### src/rtl/ethernet_tx_pkg.sv
// Shared definitions for the Ethernet/UDP transmit path: serializer state
// encoding and the default frame-geometry constants.
package ethernet_tx_pkg;

   typedef enum logic [2:0] {
      ST_IDLE    = 3'd0,
      ST_HEAD    = 3'd1,
      ST_PAYLOAD = 3'd2,
      ST_PAD     = 3'd3,
      ST_GAP     = 3'd4
   } tx_state_t;

   localparam int DEF_HEAD_BYTES      = 42;
   localparam int DEF_MIN_FRAME_BYTES = 60;
   localparam int DEF_IFG_CYCLES      = 12;

   function automatic int max_int(input int a, input int b);
      return (a > b) ? a : b;
   endfunction

endpackage

### src/rtl/ethernet_ifg_counter.sv
// Inter-frame gap down-counter: loaded on the last byte of a frame, o_done
// rises once the requested number of idle cycles has elapsed.
module ethernet_ifg_counter #(
   parameter int IFG_CYCLES = 12
)(
   input  logic i_clk,
   input  logic i_reset_n,
   input  logic i_load,
   output logic o_done
);
   localparam int            W        = (IFG_CYCLES > 1) ? $clog2(IFG_CYCLES) : 1;
   localparam logic [W-1:0]  LOAD_VAL = (IFG_CYCLES > 1) ? W'(IFG_CYCLES - 1) : '0;

   logic [W-1:0] r_cnt;

   // Count down to zero; the serializer leaves GAP on the edge that sees zero.
   always_ff @(posedge i_clk or negedge i_reset_n) begin
      if (!i_reset_n) begin
         r_cnt <= '0;
      end else if (i_load) begin
         r_cnt <= LOAD_VAL;
      end else if (r_cnt != '0) begin
         r_cnt <= r_cnt - W'(1);
      end
   end

   assign o_done = (r_cnt == '0);

endmodule

### src/rtl/ethernet_udp_frame_serializer.sv
// Byte-serial transmitter for a header + payload frame with minimum-length
// zero padding, downstream back-pressure and a forced inter-frame gap.
module ethernet_udp_frame_serializer
   import ethernet_tx_pkg::*;
#(
   parameter int HEAD_BYTES        = DEF_HEAD_BYTES,
   parameter int MAX_PAYLOAD_BYTES = 63,
   parameter int SIZE_W            = 16,
   parameter int MIN_FRAME_BYTES   = DEF_MIN_FRAME_BYTES,
   parameter int IFG_CYCLES        = DEF_IFG_CYCLES
)(
   input  logic                           i_clk,
   input  logic                           i_reset_n,
   input  logic [HEAD_BYTES*8-1:0]        i_head,
   input  logic [MAX_PAYLOAD_BYTES*8-1:0] i_payload,
   input  logic [SIZE_W-1:0]              i_payload_size,
   input  logic                           i_valid,
   output logic                           o_ready,
   input  logic                           i_tx_ready,
   output logic [7:0]                     o_word,
   output logic                           o_valid,
   output logic                           o_sof,
   output logic                           o_eof,
   output logic                           o_size_err,
   output logic                           o_busy
);
   localparam int HB    = HEAD_BYTES * 8;
   localparam int PB    = MAX_PAYLOAD_BYTES * 8;
   localparam int CNT_W = $clog2(HEAD_BYTES + max_int(MAX_PAYLOAD_BYTES, MIN_FRAME_BYTES) + 1);

   localparam logic [CNT_W-1:0]  HEAD_CNT = CNT_W'(HEAD_BYTES);
   localparam logic [CNT_W-1:0]  MIN_CNT  = CNT_W'(MIN_FRAME_BYTES);
   localparam logic [CNT_W-1:0]  MAXP_CNT = CNT_W'(MAX_PAYLOAD_BYTES);
   localparam logic [SIZE_W-1:0] MAXP_SZ  = SIZE_W'(MAX_PAYLOAD_BYTES);

   tx_state_t        r_state;
   logic [HB-1:0]    r_head;
   logic [PB-1:0]    r_payload;
   logic [CNT_W-1:0] r_size;
   logic [CNT_W-1:0] r_len;
   logic [CNT_W-1:0] r_idx;
   logic [7:0]       r_word;
   logic             r_valid;
   logic             r_sof;
   logic             r_eof;
   logic             r_size_err;
   logic             r_busy;
   logic             r_ready;

   logic             w_size_over;
   logic [CNT_W-1:0] w_size_clamp;
   logic [CNT_W-1:0] w_hs;
   logic [CNT_W-1:0] w_len;
   logic [CNT_W-1:0] w_next_idx;
   logic [CNT_W-1:0] w_data_end;
   logic             w_adv;
   logic             w_last;
   logic             w_ifg_load;
   logic             w_ifg_done;

   // Frame length is fixed at acceptance: header + clamped payload, raised to the minimum.
   always_comb begin
      w_size_over  = (i_payload_size > MAXP_SZ);
      w_size_clamp = w_size_over ? MAXP_CNT : CNT_W'(i_payload_size);
      w_hs         = HEAD_CNT + w_size_clamp;
      w_len        = (w_hs < MIN_CNT) ? MIN_CNT : w_hs;
      w_adv        = r_valid & i_tx_ready;
      w_next_idx   = r_idx + CNT_W'(1);
      w_last       = (r_idx == (r_len - CNT_W'(1)));
      w_data_end   = HEAD_CNT + r_size;
      w_ifg_load   = w_adv & w_last;
   end

   ethernet_ifg_counter #(
      .IFG_CYCLES (IFG_CYCLES)
   ) u_ifg (
      .i_clk     (i_clk),
      .i_reset_n (i_reset_n),
      .i_load    (w_ifg_load),
      .o_done    (w_ifg_done)
   );

   // Frame sequencer; header and payload are shifted so the next byte is always the MS byte.
   always_ff @(posedge i_clk or negedge i_reset_n) begin
      if (!i_reset_n) begin
         r_state    <= ST_IDLE;
         r_head     <= '0;
         r_payload  <= '0;
         r_size     <= '0;
         r_len      <= '0;
         r_idx      <= '0;
         r_word     <= 8'h00;
         r_valid    <= 1'b0;
         r_sof      <= 1'b0;
         r_eof      <= 1'b0;
         r_size_err <= 1'b0;
         r_busy     <= 1'b0;
         r_ready    <= 1'b0;
      end else begin
         r_size_err <= 1'b0;
         case (r_state)
            ST_IDLE: begin
               if (i_valid && r_ready) begin
                  r_head     <= i_head << 4'd8;
                  r_payload  <= i_payload;
                  r_size     <= w_size_clamp;
                  r_len      <= w_len;
                  r_idx      <= '0;
                  r_size_err <= w_size_over;
                  r_word     <= i_head[HB-1 -: 8];
                  r_valid    <= 1'b1;
                  r_sof      <= 1'b1;
                  r_eof      <= (w_len == CNT_W'(1));
                  r_ready    <= 1'b0;
                  r_busy     <= 1'b1;
                  r_state    <= ST_HEAD;
               end else begin
                  r_ready <= 1'b1;
                  r_busy  <= 1'b0;
               end
            end
            ST_HEAD, ST_PAYLOAD, ST_PAD: begin
               if (w_adv) begin
                  r_sof <= 1'b0;
                  if (w_last) begin
                     r_word  <= 8'h00;
                     r_valid <= 1'b0;
                     r_eof   <= 1'b0;
                     r_idx   <= '0;
                     if (IFG_CYCLES > 0) begin
                        r_state <= ST_GAP;
                     end else begin
                        r_state <= ST_IDLE;
                        r_busy  <= 1'b0;
                        r_ready <= 1'b1;
                     end
                  end else begin
                     r_idx <= w_next_idx;
                     r_eof <= (w_next_idx == (r_len - CNT_W'(1)));
                     if (w_next_idx < HEAD_CNT) begin
                        r_word  <= r_head[HB-1 -: 8];
                        r_head  <= r_head << 4'd8;
                        r_state <= ST_HEAD;
                     end else if (w_next_idx < w_data_end) begin
                        r_word    <= r_payload[PB-1 -: 8];
                        r_payload <= r_payload << 4'd8;
                        r_state   <= ST_PAYLOAD;
                     end else begin
                        r_word  <= 8'h00;
                        r_state <= ST_PAD;
                     end
                  end
               end
            end
            ST_GAP: begin
               if (w_ifg_done) begin
                  r_state <= ST_IDLE;
                  r_busy  <= 1'b0;
                  r_ready <= 1'b1;
               end
            end
            default: begin
               r_state <= ST_IDLE;
               r_word  <= 8'h00;
               r_valid <= 1'b0;
               r_sof   <= 1'b0;
               r_eof   <= 1'b0;
               r_busy  <= 1'b0;
               r_ready <= 1'b0;
            end
         endcase
      end
   end

   assign o_ready    = r_ready;
   assign o_word     = r_word;
   assign o_valid    = r_valid;
   assign o_sof      = r_sof;
   assign o_eof      = r_eof;
   assign o_size_err = r_size_err;
   assign o_busy     = r_busy;

endmodule

### config.mk
export PLATFORM = sky130hd
export DESIGN_NAME = ethernet_udp_frame_serializer
export DESIGN_NICKNAME = d
export VERILOG_FILES = /design/src/rtl/ethernet_tx_pkg.sv /design/src/rtl/ethernet_ifg_counter.sv /design/src/rtl/ethernet_udp_frame_serializer.sv
export SDC_FILE = /design/constraint.sdc
export NUM_CORES = 2
export LEC_CHECK = 0
export CORE_AREA = 2 2 336 338
export DETAILED_ROUTE_END_ITERATION = 10
export DIE_AREA = 0 0 338 340
export MAX_ROUTING_LAYER = met4
export SYNTH_ARGS = -nofsm -noshare
export SYNTH_HDL_FRONTEND = slang
export SYNTH_HIERARCHICAL = 1
export SYNTH_SLANG_ARGS = --single-unit
### constraint.sdc
create_clock -name i_clk -period 8.85 [get_ports i_clk]
set_clock_uncertainty 0.05 [all_clocks]
set_input_delay 1.77 -clock i_clk [delete_from_list [all_inputs] [get_ports i_clk]]
set_output_delay 1.77 -clock i_clk [all_outputs]
set_load 0.05 [all_outputs]
After elaboration in Yosys (flattened, before gate mapping)
Cells that the tools add are included.
- output and inout port bits: 14
- register bits after elaboration: 882
- input port bits: 860
- add/subtract/negate cells: 5
- equality and inequality tests: 15
- $lt $le $gt $ge: 4
- mux-type cells: 50
- reduce and logical (&&, ||, !) cells: 15
- bitwise operators: 4
- operators by type and width (kind ; count):
    $mux W504 ; 5
    $mux W336 ; 4
    $pmux W504 S2 ; 1
    $pmux W336 S2 ; 1
    $mux W8 ; 5
    $mux W7 ; 5
    $pmux W8 S3 ; 1
    $gt A16 B6 Y1 const B ; 1
    $pmux W1 S3 ; 5
    $add A6 B7 Y7 const A ; 2
    $eq A7 B7 Y1 ; 2
    $lt A7 B6 Y1 const B ; 2
    $mux W1 ; 14
    $ne A2 B2 Y1 const B ; 7
    $pmux W7 S2 ; 1
    $mux W3 ; 4
    $pmux W3 S3 ; 1
    $reduce_and A3 Y1 ; 3
    $mux W4 ; 2
    $add A7 B1 Y7 const B ; 1
    $eq A7 B1 Y1 const B ; 1
    $lt A7 B7 Y1 ; 1
    $sub A7 B1 Y7 const B ; 1
    $eq A3 B2 Y1 const B ; 2
    other kinds (17) ; 21

Depth between registers and ports, before layout
- depth in word-level cells: 8
- gate-level depth with buffers: 16
- gate-level depth less buffers: 12

By module
The synthesis kept the hierarchy.
- modules (own cells, without submodules) (module ; cells each ; area each (um2) ; times used ; sequential area each (um2)):
    ethernet_udp_frame_serializer ; 3799 ; 40655.2 ; 1 ; 21770.9
    ethernet_ifg_counter ; 21 ; 217.7 ; 1 ; 100.1

Worst setup path after synthesis
OpenSTA, ideal clock, no wires.
- kind: input -> register
- from: in i_payload_size[9]
- to: reg r_len[0]
- stages: 9
- setup time: 0.132 ns
- path slack: 5.133 ns
- required time: 8.668 ns
- data arrival time: 3.535 ns
- buffers on the path: 0
- path through: nor4_1 nand3_1 or2_2 ha_1 nor3b_1 o21ai_0 nand3_1 a211oi_1 a21oi_1
- cells in the longest elaborated chain, start to end: 5
- RTL lines (item ; RTL line ; source):
    start: declaration ; ethernet_udp_frame_serializer.sv:16 ; input logic [SIZE_W-1:0] i_payload_size,
    $gt A16 B6 Y1 ; ethernet_udp_frame_serializer.sv:63 ; w_size_over = (i_payload_size > MAXP_SZ);
    $mux W7 ; ethernet_udp_frame_serializer.sv:64 ; w_size_clamp = w_size_over ? MAXP_CNT : CNT_W'(i_payload_size);
    via w_size_clamp[2] ; ethernet_udp_frame_serializer.sv:51 ; logic [CNT_W-1:0] w_size_clamp;
    $add A6 B7 Y7 ; ethernet_udp_frame_serializer.sv:65 ; w_hs = HEAD_CNT + w_size_clamp;
    $lt A7 B6 Y1 ; ethernet_udp_frame_serializer.sv:66 ; w_len = (w_hs < MIN_CNT) ? MIN_CNT : w_hs;
    $mux W7 ; ethernet_udp_frame_serializer.sv:66 ;
    end signal: assignment ; ethernet_udp_frame_serializer.sv:107 ; r_len <= w_len;
    end: declaration ; ethernet_udp_frame_serializer.sv:40 ; logic [CNT_W-1:0] r_len;
The timed path passes the listed nets, and every way through them passes these cells.
A chain may end at the register's enable or synchronous reset.

Worst setup path in the final report
- from: reg r_idx[0]
- to: reg r_head[135]
- cells in the longest elaborated chain, start to end: 4
- elaborated cells between the ends (all ways): 6
- those cells by class: add/sub (1); order compare (1); eq/ne (3); reduce/logical (1)
- RTL lines (item ; RTL line ; source):
    start: declaration ; ethernet_udp_frame_serializer.sv:41 ; logic [CNT_W-1:0] r_idx;
    start signal: assignment ; ethernet_udp_frame_serializer.sv:138 ; r_idx <= w_next_idx;
    $add A7 B1 Y7 ; ethernet_udp_frame_serializer.sv:68 ; w_next_idx = r_idx + CNT_W'(1);
    $lt A7 B6 Y1 ; ethernet_udp_frame_serializer.sv:140 ; if (w_next_idx < HEAD_CNT) begin
    $ne A2 B2 Y1 (no line) ; -- ;
    $reduce_and A5 Y1 (no line) * ; -- ;
    end signal: assignment ; ethernet_udp_frame_serializer.sv:104 ; r_head <= i_head << 4'd8;
    end signal: assignment ; ethernet_udp_frame_serializer.sv:142 ; r_head <= r_head << 4'd8;
    end: declaration ; ethernet_udp_frame_serializer.sv:37 ; logic [HB-1:0] r_head;
Mark *: on every way between the ends. The rest lies on a longest branch, timed or not.

==> results.py <==
metrics = {
    "global_route": {
        "overflow": 0,
        "antenna_found_initial": 65,
        "grt_pass1_wl_um": 215000,
        "grt_pass1_vias": 33800,
        "grt_start_max_net_pins": 241,
        "grt.total_usage_pct": 25.0,
    },
    "worst_hold_path": {
        "min_path_type": "reg2reg",
    },
    "power": {
        "switching_power_mw": 7.86,
        "cellInternalPower_mw": 12.1,
        "swShare_pct": 39.4,
        "combPwrFrac_pct": 42.7,
        "leakage_nw": 20.4,
        "clkPwrFrac_pct": 21.7,
        "cellPowerDensity_nw_per_um2": 371,
        "peakVddDrop_uv": 344,
        "seq_power_share_pct": 35.6,
    },
    "final_layout": {
        "final_cells": 6061,
        "layout_commonest_cell": "dfrtp_1",
        "fillCellCount": 10300,
        "final_cell_mix": "874 x dfrtp_1, 872 x clkdlybuf4s50_1, 663 x nand2_1, 498 x o22ai_1, 496 x a2bb2oi_1",
        "nNetsFinal": 5289,
        "drive_above_1_share_pct": 11.6,
        "area.growth.synth_to_final_pct": 31.3,
    },
    "worst_setup_path": {
        "critPathKind": "reg2reg",
        "crit_path_max_fanout": 49,
        "reg2reg_slack_ns": 3.96,
        "cp.arrival_ns": 5.36,
        "start_kind": "flip-flop",
        "cp-end-kind": "flip-flop",
        "required_ns": 9.33,
    },
    "die": {
        "die-area_um2": 115000,
        "start_util_pct": 36.6,
        "die_width_um": 338,
        "fp.coreArea_um2": 112000,
        "floorplan.io_pins": 874,
        "fp.dieH_um": 340,
        "fp-row-count": 123,
    },
    "route": {
        "routed_via_density": 5.63,
        "via_count": 34100,
        "routed_wl_um": 145000,
        "first_pass_iters": 5,
        "ant_nets": 0,
        "drc": 0,
        "drt-initial-drc-count": 3148,
        "wl_per_cell_um": 24.0,
    },
    "logic_synthesis": {
        "yosysTopAreaCellShare_pct": 53.5,
        "synth_top_area_cell": "dfrtp_1",
        "async_reset_ff_share_pct": 100,
        "synth_cell_types": 54,
        "synth_edf_count": 0,
        "synth-seq-area-share_pct": 53.5,
        "yosys_warnings": 6,
        "synth_flop_cell": "dfrtp_1",
        "syn_area_per_cell_um2": 10.7,
        "syn_area_um2": 40900,
        "synth_seq_cells": 874,
        "yosys-top-cells-area": "dfrtp_1 54%, a2bb2oi_1 11%, a31oi_2 9.1%",
        "synth_nets": 4691,
        "synth_cells": 3820,
    },
    "timing": {
        "setup_viol": 0,
        "clock.fmax_mhz": 205,
        "rsz0062_at_grt": "no",
        "setup_tns_ns": 0,
        "min_period_ns": 4.89,
        "fin_crit_sh_pct": 55.2,
        "hold_viol": 0,
        "worst_pin_slew_ns": 1.44,
        "holdWs_ns": 0.430,
        "slew_viol_final": 0,
        "relSlewSlack_pct": 4.16,
    },
    "clock_network": {
        "clk_latency_ns": 0.69,
        "cts.reportedPaths.clkPinSlew_ns": 0.06,
        "cts_sinks": 874,
        "htree_levels": 3,
        "cts_resized": 0,
        "ctsHoldBuffers": 0,
        "cts_tree": "done",
        "cts_root_buf": "clkbuf_16",
        "postCtsSetupBuffers": 0,
        "clk_path_buf_depth": 3,
        "cts_buffers": 102,
    },
    "run": {
        "maxCapViolations": 0,
    },
    "placed_design": {
        "gp_congestion": 0.865,
        "hpwl_um": 94100,
        "io_buffers": 873,
        "dp.cells": 5814,
    },
    "status": {
        "outcome": "completed",
    },
}
-- critical path, cell delays in order (launching register included) --
cell	delay, ns
dfrtp_1	0.48
ha_1	0.34
nand3_1	0.16
xnor2_2	0.33
o21ai_1	0.20
a21oi_2	0.78
a21o_4	0.58
and2_4	0.74
buf_4	0.75
a31oi_2	0.18
-- cell type report --
| class | instances | area [um2] | share of cell area, % |
|---|---|---|---|
| Tap cell | 1500 | 1880 | 3.50 |
| Multi-Input combinational cell | 2520 | 17100 | 31.8 |
| Antenna cell | 62 | 155 | 0.289 |
| Inverter | 13 | 48.8 | 0.0909 |
| Sequential cell | 874 | 21900 | 40.7 |
| Timing Repair Buffer | 907 | 9240 | 17.2 |
| Clock inverter | 35 | 395 | 0.737 |
| Clock buffer | 150 | 3030 | 5.64 |
-- metal layers --
metal	GRT usage (%)	routed length, um	vias up
met5	-	0	-
met4	7.46	3350	0
met3	6.01	10100	178
met2	38.6	69200	1073
met1	32.5	62600	17100
li1	-	-	15800
-- cells by family after synthesis --
family / synth area share, %
simple gates: 7.29
buf+inv: 4.89
compound gates: 33.3
fa+ha+maj: 0.337
xor+xnor: 0.637
flops: 53.5
mux: 0.0765
-- worst paths after layout --
kind | from | to | cells past startpoint
max in group asynchronous | i_reset_n | r_head[335] | 3
min in group asynchronous | i_reset_n | r_payload[93] | 1
hold / removal | o_sof | o_sof | 2
setup / recovery | r_idx[0] | r_head[135] | 9
setup reg to reg | r_idx[0] | r_head[135] | 9
hold reg to reg | o_sof | o_sof | 2
-- synthesized netlist by cell type (3+ instances only) --
master and n:
dfrtp_1 874, nand2_1 664, o22ai_1 498, a2bb2oi_1 496, a21oi_1 337, a31oi_2 298, clkbuf_1 257, buf_2 96
buf_6 34, o21ai_0 26, nor2_1 25, a31oi_1 24, buf_1 19, a22o_1 18, xnor2_1 15, inv_1 13
ha_1 11, xor2_1 11, nand3_1 10, nor3_1 10, nor3b_1 9, a22oi_1 8, buf_4 7, a21o_1 6
nand2b_1 5, a211oi_1 4, o21ai_1 4, nor2b_1 3, o31ai_1 3, or2_2 3
-- power by group through the flow --
| stage | registers (mW) | logic [mW] | clock network, mW |
|---|---|---|---|
| 6_report | 7.11 | 8.51 | 4.32 |
| 5_1_grt | 7.31 | 9.30 | 4.58 |
| 4_1_cts | 7.09 | 8.54 | 4.42 |
| 3_5_place_dp | 7.11 | 8.54 | 0 |
| 3_3_place_gp | 7.09 | 8.39 | 0 |
| 2_1_floorplan | 6.77 | 6.60 | 0 |
-- metrics by stage --
step           cell area [um2]  power (mW)  worst slack [ns]  utilization, %
2_1_floorplan            40900        13.4              5.13               -
5_1_grt                  53700        21.2              3.64            48.1
3_3_place_gp             50100        15.5              3.35            44.9
3_5_place_dp             50100        15.6              3.31            44.9
6_report                 53700        19.9              3.96            48.1
4_1_cts                  53500        20.0              3.95            48.0
-- flip-flops by register name, summed over array words and instances, names as in the netlist --
register,flops
r_head,328
o_size_err,1
o_ready,1
u_ifg/r_cnt,4
o_word,8
o_sof,1
o_eof,1
r_idx,7
r_payload,504
r_state,3
r_len,7
o_busy,1
r_size,7
o_valid,1
Note: power is estimated with default switching activity, not from simulation.
